### src/rtl/gwa_pkg.sv
`default_nettype none
// ============================================================================
//  Module   : gwa_pkg
//  Purpose  : Shared state encoding and default timing for the coin payout unit
//  Revision : 1.0  initial release
// ============================================================================
package gwa_pkg;

    typedef enum logic [2:0] {
        ST_IDLE  = 3'd0,
        ST_FIRE1 = 3'd1,
        ST_WAIT1 = 3'd2,
        ST_FIRE2 = 3'd3,
        ST_WAIT2 = 3'd4,
        ST_ERR   = 3'd5
    } state_t;

    localparam int SOL_CYC_DEF = 4;
    localparam int TMO_CYC_DEF = 16;

endpackage
`default_nettype wire

### src/rtl/gwa_pend_cnt.sv
`default_nettype none
// ============================================================================
//  Module   : gwa_pend_cnt
//  Purpose  : Saturating 3-bit pending-request counter with drop flag
//  Revision : 1.0  initial release
// ============================================================================
module gwa_pend_cnt (
    input  logic       clk,
    input  logic       rst,
    input  logic       i_inc,
    input  logic       i_dec,
    output logic [2:0] o_cnt,
    output logic       o_ovf
);

    logic [2:0] r_cnt;
    logic       w_full;

    assign w_full = (r_cnt == 3'd7);
    // A request met by a same-cycle completion is absorbed, not dropped.
    assign o_ovf  = i_inc & ~i_dec & w_full;
    assign o_cnt  = r_cnt;

    always_ff @(posedge clk or posedge rst) begin
        if (rst) begin
            r_cnt <= 3'd0;
        end else if (i_inc & ~i_dec & ~w_full) begin
            r_cnt <= r_cnt + 3'd1;
        end else if (i_dec & ~i_inc & (r_cnt != 3'd0)) begin
            r_cnt <= r_cnt - 3'd1;
        end
    end

endmodule
`default_nettype wire

### src/rtl/coin_payout.sv
`default_nettype none
// ============================================================================
//  Module   : coin_payout
//  Purpose  : Two-tube coin ejector controller with sensor check and timeout
//  Revision : 1.0  initial release
// ============================================================================
module coin_payout
    import gwa_pkg::*;
#(
    parameter int SOL_CYC = SOL_CYC_DEF,
    parameter int TMO_CYC = TMO_CYC_DEF
) (
    input  logic clk,
    input  logic rst,
    input  logic eu1o,
    input  logic eu2o,
    input  logic s1,
    input  logic s2,
    output logic sol1,
    output logic sol2,
    output logic busy,
    output logic err,
    output logic ovf
);

    localparam logic [7:0] c_sol_last = 8'(SOL_CYC - 1);
    localparam logic [7:0] c_tmo_last = 8'(TMO_CYC - 1);

    state_t     r_state;
    logic [7:0] r_tmr;
    logic       r_seen;
    logic       r_ovf;

    logic [2:0] w_p1;
    logic [2:0] w_p2;
    logic       w_ovf1;
    logic       w_ovf2;
    logic       w_dec1;
    logic       w_dec2;
    logic       w_srv;
    logic       w_oth;

    gwa_pend_cnt u_p1 (
        .clk   (clk),
        .rst   (rst),
        .i_inc (eu1o),
        .i_dec (w_dec1),
        .o_cnt (w_p1),
        .o_ovf (w_ovf1)
    );

    gwa_pend_cnt u_p2 (
        .clk   (clk),
        .rst   (rst),
        .i_inc (eu2o),
        .i_dec (w_dec2),
        .o_cnt (w_p2),
        .o_ovf (w_ovf2)
    );

    // Served / foreign sensor relative to the tube currently being paid out.
    always_comb begin
        w_srv  = 1'b0;
        w_oth  = 1'b0;
        w_dec1 = 1'b0;
        w_dec2 = 1'b0;
        case (r_state)
            ST_FIRE1, ST_WAIT1: begin
                w_srv  = s1;
                w_oth  = s2;
                w_dec1 = s1 & ~s2 & ~r_seen;
            end
            ST_FIRE2, ST_WAIT2: begin
                w_srv  = s2;
                w_oth  = s1;
                w_dec2 = s2 & ~s1 & ~r_seen;
            end
            default: ;
        endcase
    end

    always_ff @(posedge clk or posedge rst) begin
        if (rst) begin
            r_state <= ST_IDLE;
            r_tmr   <= 8'd0;
            r_seen  <= 1'b0;
            r_ovf   <= 1'b0;
        end else begin
            r_ovf <= w_ovf1 | w_ovf2;
            case (r_state)
                ST_IDLE: begin
                    r_tmr  <= 8'd0;
                    r_seen <= 1'b0;
                    if (w_p2 != 3'd0) begin
                        r_state <= ST_FIRE2;
                    end else if (w_p1 != 3'd0) begin
                        r_state <= ST_FIRE1;
                    end
                end
                ST_FIRE1, ST_FIRE2: begin
                    if (w_oth) begin
                        r_state <= ST_ERR;
                    end else if (r_tmr == c_sol_last) begin
                        // A coin already seen during the pulse skips the wait phase.
                        r_tmr <= 8'd0;
                        if (r_seen | w_srv) begin
                            r_state <= ST_IDLE;
                        end else begin
                            r_state <= (r_state == ST_FIRE1) ? ST_WAIT1 : ST_WAIT2;
                        end
                    end else begin
                        r_tmr <= r_tmr + 8'd1;
                        if (w_srv) begin
                            r_seen <= 1'b1;
                        end
                    end
                end
                ST_WAIT1, ST_WAIT2: begin
                    if (w_oth) begin
                        r_state <= ST_ERR;
                    end else if (w_srv) begin
                        r_state <= ST_IDLE;
                    end else if (r_tmr == c_tmo_last) begin
                        r_state <= ST_ERR;
                    end else begin
                        r_tmr <= r_tmr + 8'd1;
                    end
                end
                ST_ERR: begin
                    r_state <= ST_ERR;
                end
                default: begin
                    r_state <= ST_IDLE;
                end
            endcase
        end
    end

    assign sol1 = (r_state == ST_FIRE1);
    assign sol2 = (r_state == ST_FIRE2);
    assign busy = (r_state != ST_IDLE);
    assign err  = (r_state == ST_ERR);
    assign ovf  = r_ovf;

endmodule
`default_nettype wire

### config.mk
export PLATFORM = sky130hd
export DESIGN_NAME = coin_payout
export DESIGN_NICKNAME = d
export VERILOG_FILES = /design/src/rtl/gwa_pkg.sv /design/src/rtl/gwa_pend_cnt.sv /design/src/rtl/coin_payout.sv
export SDC_FILE = /design/constraint.sdc
export NUM_CORES = 1
export LEC_CHECK = 0
export BUFFER_PORTS_ARGS = -buffer_cell sky130_fd_sc_hd__buf_2
export CELL_PAD_IN_SITES_DETAIL_PLACEMENT = 1
export CELL_PAD_IN_SITES_GLOBAL_PLACEMENT = 2
export CORE_MARGIN = 1
export CORE_UTILIZATION = 35
export DETAILED_ROUTE_END_ITERATION = 10
export PLACE_DENSITY_LB_ADDON = 0.1
export SYNTH_ARGS = -nofsm -noshare
export SYNTH_HDL_FRONTEND = slang
export SYNTH_SLANG_ARGS = --single-unit
### constraint.sdc
create_clock -name clk -period 3.1 [get_ports clk]
set_input_delay 0.465 -clock clk [delete_from_list [all_inputs] [get_ports clk]]
set_output_delay 0.465 -clock clk [all_outputs]
set_load 0.005 [all_outputs]
# [Yosys cells after proc, flatten, opt, wreduce, memory -nomap -nowiden]
# Index checks and enable logic that the tools add are counted.
[word_totals] output_inout_bits=5 wordCells=97 reg_bits=19 in_bits=6
[op_classes] n_reduce_logical=15 n_mux=28 n_eq_ne=18 bitwise_logic=25 addsub=5
[ops] op="$mux 8" n=5
[ops] op="$mux 3" n=13
[ops] op="$pmux 8 s3" n=1
[ops] op="$and 1x1->1" n=14
[ops] op="$eq 3x3->1 const B" n=4
[ops] op="$ne 2x2->1 const B" n=6
[ops] op="$pmux 3 s4" n=1
[ops] op="$reduce_bool 3->1" n=4
[ops] op="$not 1->1" n=9
[ops] op="$add 8x1->8 const B" n=1
[ops] op="$eq 8x2->1 const B" n=1
[ops] op="$eq 8x4->1 const B" n=1
[ops] op="$reduce_or 2->1" n=4
[ops] op="$add 3x1->3 const B" n=2
[ops] op="$eq 3x2->1 const B" n=2
[ops] op="$ne 3x3->1 const B" n=2
[ops] op="$pmux 1 s2" n=3
[ops] op="$reduce_bool 2->1" n=3
[ops] op="$sub 3x1->3 const B" n=2
[ops] op="$mux 1" n=5
[ops] op="$reduce_and 5->1" n=1
[ops] op="$ne 4x4->1 const B" n=1
[ops] op="$reduce_and 4->1" n=1
[ops] op="$eq 3x1->1 const B" n=1
[ops] op="3 further kinds" n=4

# [Longest topological paths before layout]
[depth] depth_word=8 mapped_depth=10 mapped_depth_nobuf=9

# [By module]
# Synthesis repeated with hierarchy kept, for this count alone.
[unflattened] cells_unflattened=177 area_unflattened_um2=1601.5
[by_module_without_submodules] module="coin_payout" seq_area_each_um2=325.3 cells_per_inst=115 area_each_um2=1036.0 n_inst=1
[by_module_without_submodules] module="gwa_pend_cnt" seq_area_each_um2=75.1 cells_per_inst=31 area_each_um2=282.8 n_inst=2

# [Worst setup path after synthesis]
# OpenSTA, ideal clock, no wires.
[synth_timing] kind="register -> register" start="reg r_state[1]" end="reg u_p2.r_cnt[1] (netlist: u_p2.o_cnt[1])" path_stages_with_launch=11 setup_slack_ns=0.585 required_ns=2.982 setup_time_ns=0.118 path_buffers=1 t_arrival_ns=2.397 synth_period_minus_slack_ns=2.515 cell_sequence="dfrtp_1 -> or3b_1 -> a211o_1 -> buf_6 -> and2_1 -> nand2_1 -> fa_1 -> and2_1 -> a31oi_1 -> o221ai_1 -> a21o_1"
[synth_between] elab_chain_cells=7 elab_cells_between_ends=11 cone_classes="eq/ne: 2; mux: 2; bitwise: 5; reduce/logical: 2"
[synth_rtl] item="start, declared" line="coin_payout.sv:29" source="state_t r_state;"
[synth_rtl] item="start signal, assigned" line="coin_payout.sv:109" source="r_state <= (r_state == ST_FIRE1) ? ST_WAIT1 : ST_WAIT2;"
[synth_rtl] item="$eq 3x2->1 or $eq 3x3->1 (tied branches)" line="coin_payout.sv:67" source="case (r_state)"
[synth_rtl] item="$reduce_or 2->1 (*)" line="coin_payout.sv:67"
[synth_rtl] item="$mux 1 (*)" line="coin_payout.sv:67"
[synth_rtl] item="$not 1->1" line="gwa_pend_cnt.sv:27" source="end else if (i_inc & ~i_dec & ~w_full) begin"
[synth_rtl] item="$and 1x1->1 (2 in series)" line="gwa_pend_cnt.sv:27"
[synth_rtl] item="$mux 3 or $reduce_bool 2->1 (tied branches)"
[synth_rtl] item="end signal, assigned" line="gwa_pend_cnt.sv:28" source="r_cnt <= r_cnt + 3'd1;"
[synth_rtl] item="end signal, assigned" line="gwa_pend_cnt.sv:30" source="r_cnt <= r_cnt - 3'd1;"
[synth_rtl] item="end, declared" line="gwa_pend_cnt.sv:16" source="logic [2:0] r_cnt;"
# Every way passes the cells marked *; elsewhere a longest branch is shown, timed or not.
# A chain may end at the register's enable or synchronous reset.

# [Worst setup path after layout]
[layout_timing] start="reg r_state[0]" end="reg u_p2.r_cnt[1] (netlist: u_p2.o_cnt[1])"
# Same word-level chain as after synthesis.

==> flow_summary.yaml <==
outcome:
  status: "finished, final reports clean"
clock_network:
  clk_pin_slew_worst_paths_ns: 0.08
  cts_repair_resize_count: 0
  cts_buffers: 3
  root_buffer: "clkbuf_8"
  clock-sinks: 19
  hold_buffers: 0
  cts_setup_buffers: 0
  clock_latency_ns: 0.26
  htreeDepth: 1
  cts_tree: "yes"
  cts.path.max_buffers: 2
job:
  maxCapViolations: 0
timing:
  holdWs_ns: 0.3332
  setup_viol: 0
  drv_slew: 0
  fin_crit_ns: 2.717
  fin_crit_sh_pct: 87.63
  max_freq_mhz: 368.1
  max_slew_margin_pct: 28.92
  hold_viol_final: 0
  skew_ns: 0.009939
  fin_tns_setup_ns: 0
  tightestPinTransition_ns: 1.066
  rsz0062_at_grt: "no"
detailed_routing:
  dr.pass1.iters: 3
  drt_iter0_drc: 34
  wirelength_mm: 3.927
  detail_route.drc_violations: 0
  drtAntennaViolNets: 0
  vias_per_cell: 5.880
  wl_per_cell_um: 15.77
  dr_total_vias: 1464
layout:
  syn_to_final_growth_pct: 6.785
  drive_gt1_share_pct: 11.06
  fin_nets: 209
  n_antenna_cell: 0
  fill_cells: 510
  stdcell_count: 249
global_route:
  grt_pass1_vias: 1480
  grt.total_usage_pct: 19.27
  grt_antenna_before_repair: 0
  grt_overflow: 0
  grt_start_max_net_pins: 24
  grt_pass1_wl_mm: 6.831
min_path:
  hold_class: "in -> async"
critical_path:
  path_cells: "or3b_1 -> a211o_1 -> and2_1 -> nand2_1 -> fa_1 -> and2_1 -> a31oi_1 -> o221ai_1 -> a21o_1"
  path_buf_inv: 0
  cpPeakStageDelay_ns: 0.45
  slowest_stage: "fa_1"
  critPathTopFamily: "simple AND/OR/NAND/NOR gates"
  path_class: "reg -> reg"
  cp-end-kind: "flop"
  critical_path_peak_fanout: 9
  crit_top_cell: "and2_1"
  critPathArrivalTime_ns: 2.88
  critPathLaunchType: "flop"
  critical_path_required_ns: 3.26
die:
  io_pins: 11
  start_util_pct: 37.64
  die_h_um: 68.53
  die-area_um2: 4696
  rows: 23
  die_w_um: 68.53
  core_area_um2: 4115
synthesis:
  avgSynthCellArea_um2: 7.784
  synthArstFlopShare_pct: 100.0
  synth_edf_count: 0
  syn_nets: 208
  synth_area_leaders: "dfrtp_1 (31%), a21oi_1 (5.2%), o21ai_0 (5.2%), nor2_1 (4.1%), or3_1 (4.0%)"
  synth-seq-cells: 19
  yosysTopAreaCellShare_pct: 30.69
  syn_area_um2: 1549
  yosys.area.top_type: "dfrtp_1"
  syn-instance-count: 199
  yosysWarnings: 0
  synth_ff_type: "dfrtp_1"
  synth_cell_types: 53
  ys_seq_area_share_pct: 30.69
placement:
  hpwl_mm: 2.876
  place_inst: 245
  gp_congestion: 0.7323
  port_buffers: 10
power_and_ir_drop:
  powerDensity_nw_per_um2: 934.8
  peakVddDrop_mv: 0.3930
  finalPower_w: 0.001546
  p_leak_nw: 0.6867
## cells by family (layout without fill, tap and decap cells)
logic type / Yosys count / in the layout / share of synthesized area [%]
simple gates: 83 / 83 / 29.00
compound gates: 62 / 62 / 25.61
flops: 19 / 19 / 30.69
buf+inv: 25 / 25 / 6.866
xor+xnor: 3 / 3 / 1.697
fa+ha+maj: 3 / 3 / 3.393
mux: 4 / 4 / 2.746
## state kept, by name (all words and copies together) (netlist names)
register	flops
r_tmr	8
r_state	3
u_p1.o_cnt	3
u_p2.o_cnt	3
ovf	1
r_seen	1
## layout by cell type, fill, tap and decap left out, drive strengths merged, types with 3 or more instances in the layout
cell type	n
a211oi	3
a21oi	16
a31oi	5
and2	4
and3	3
buf	13
clkbuf	3
dfrtp	19
inv	8
nand2	11
nand2b	3
nand3	11
nor2	17
nor3	11
o21ai	16
or3	10
## worst paths after layout
check | startpoint | endpoint | slack [ns] | cells past startpoint
setup / recovery | r_state[0] | u_p2.o_cnt[1] | 0.38 | 9
hold / removal | rst | ovf | 0.33 | 2
setup reg to reg | r_state[0] | u_p2.o_cnt[1] | 0.38 | 9
hold reg to reg | r_tmr[1] | r_tmr[1] | 0.54 | 2
max in group asynchronous | rst | r_tmr[1] | 2.27 | 2
min in group clk | eu1o | u_p1.o_cnt[1] | 0.50 | 3
## layout make-up
type                    count  area [um^2]  share of cell area [%]
flip-flops and latches     19        475.5                   28.74
clock buffers               3        41.29                   2.496
inverters                   8        30.03                   1.815
repair buffers             13        72.57                   4.387
multi-input cells         155        967.2                   58.47
well taps                  50        62.56                   3.782
clock inverters             1        5.005                  0.3026
## synthesized netlist by cell type, types with 2 or more instances
| cell type | n |
|---|---|
| mux2_2 | 2 |
| buf_2 | 4 |
| a21oi_1 | 16 |
| a211o_1 | 2 |
| o21ai_0 | 16 |
| nand2_1 | 11 |
| nand3_1 | 11 |
| and2_1 | 4 |
| a21o_1 | 2 |
| xor2_1 | 2 |
| mux2i_1 | 2 |
| dfrtp_1 | 19 |
| or3_1 | 10 |
| clkbuf_1 | 10 |
| nor3_1 | 11 |
| o31ai_1 | 2 |
| a211oi_1 | 3 |
| fa_1 | 2 |
| a31oi_1 | 5 |
| and3_1 | 3 |
| buf_1 | 2 |
| o22ai_1 | 2 |
| nand2b_1 | 3 |
| inv_1 | 8 |
| nor4bb_1 | 2 |
| nor4_1 | 2 |
| nor2_1 | 17 |
## per-layer routing
| metal | GRT usage (%) | vias to the layer above | wire (um) |
|---|---|---|---|
| li1 | - | 739 | - |
| met1 | 23.08 | 713 | 1842 |
| met2 | 35.54 | 10 | 1991 |
| met3 | 3.947 | 2 | 73 |
| met4 | 3.125 | 0 | 19 |
| met5 | 0 | - | 0 |
## power by group
part,internal [W],switching [W]
registers,0.000331,0.000149
clock network,0.0000895,0.0000877
logic,0.000381,0.000509
total,0.000801,0.000745
## through the flow
| stage | area, um^2 | utilization (%) | setup WS (ns) |
|---|---|---|---|
| CTS | 1654 | 40.19 | 0.3984 |
| detailed placement | 1608 | 39.07 | 0.3717 |
| global route | 1654 | 40.19 | 0.2366 |
| global placement | 1608 | 39.07 | 0.4606 |
| floorplan | 1549 | - | 0.5851 |
| finish | 1654 | 40.19 | 0.3833 |
## worst register-to-register path: cells and delay by family (launching register included)
kind | cells | cell delay, ns
AO/OA/AOI/OAI | 4 | 0.84
adder cells (fa/ha/maj) | 1 | 0.46
flip-flops | 1 | 0.44
AND/OR/NAND/NOR | 4 | 0.88
Power figures use the tool's default switching activity.
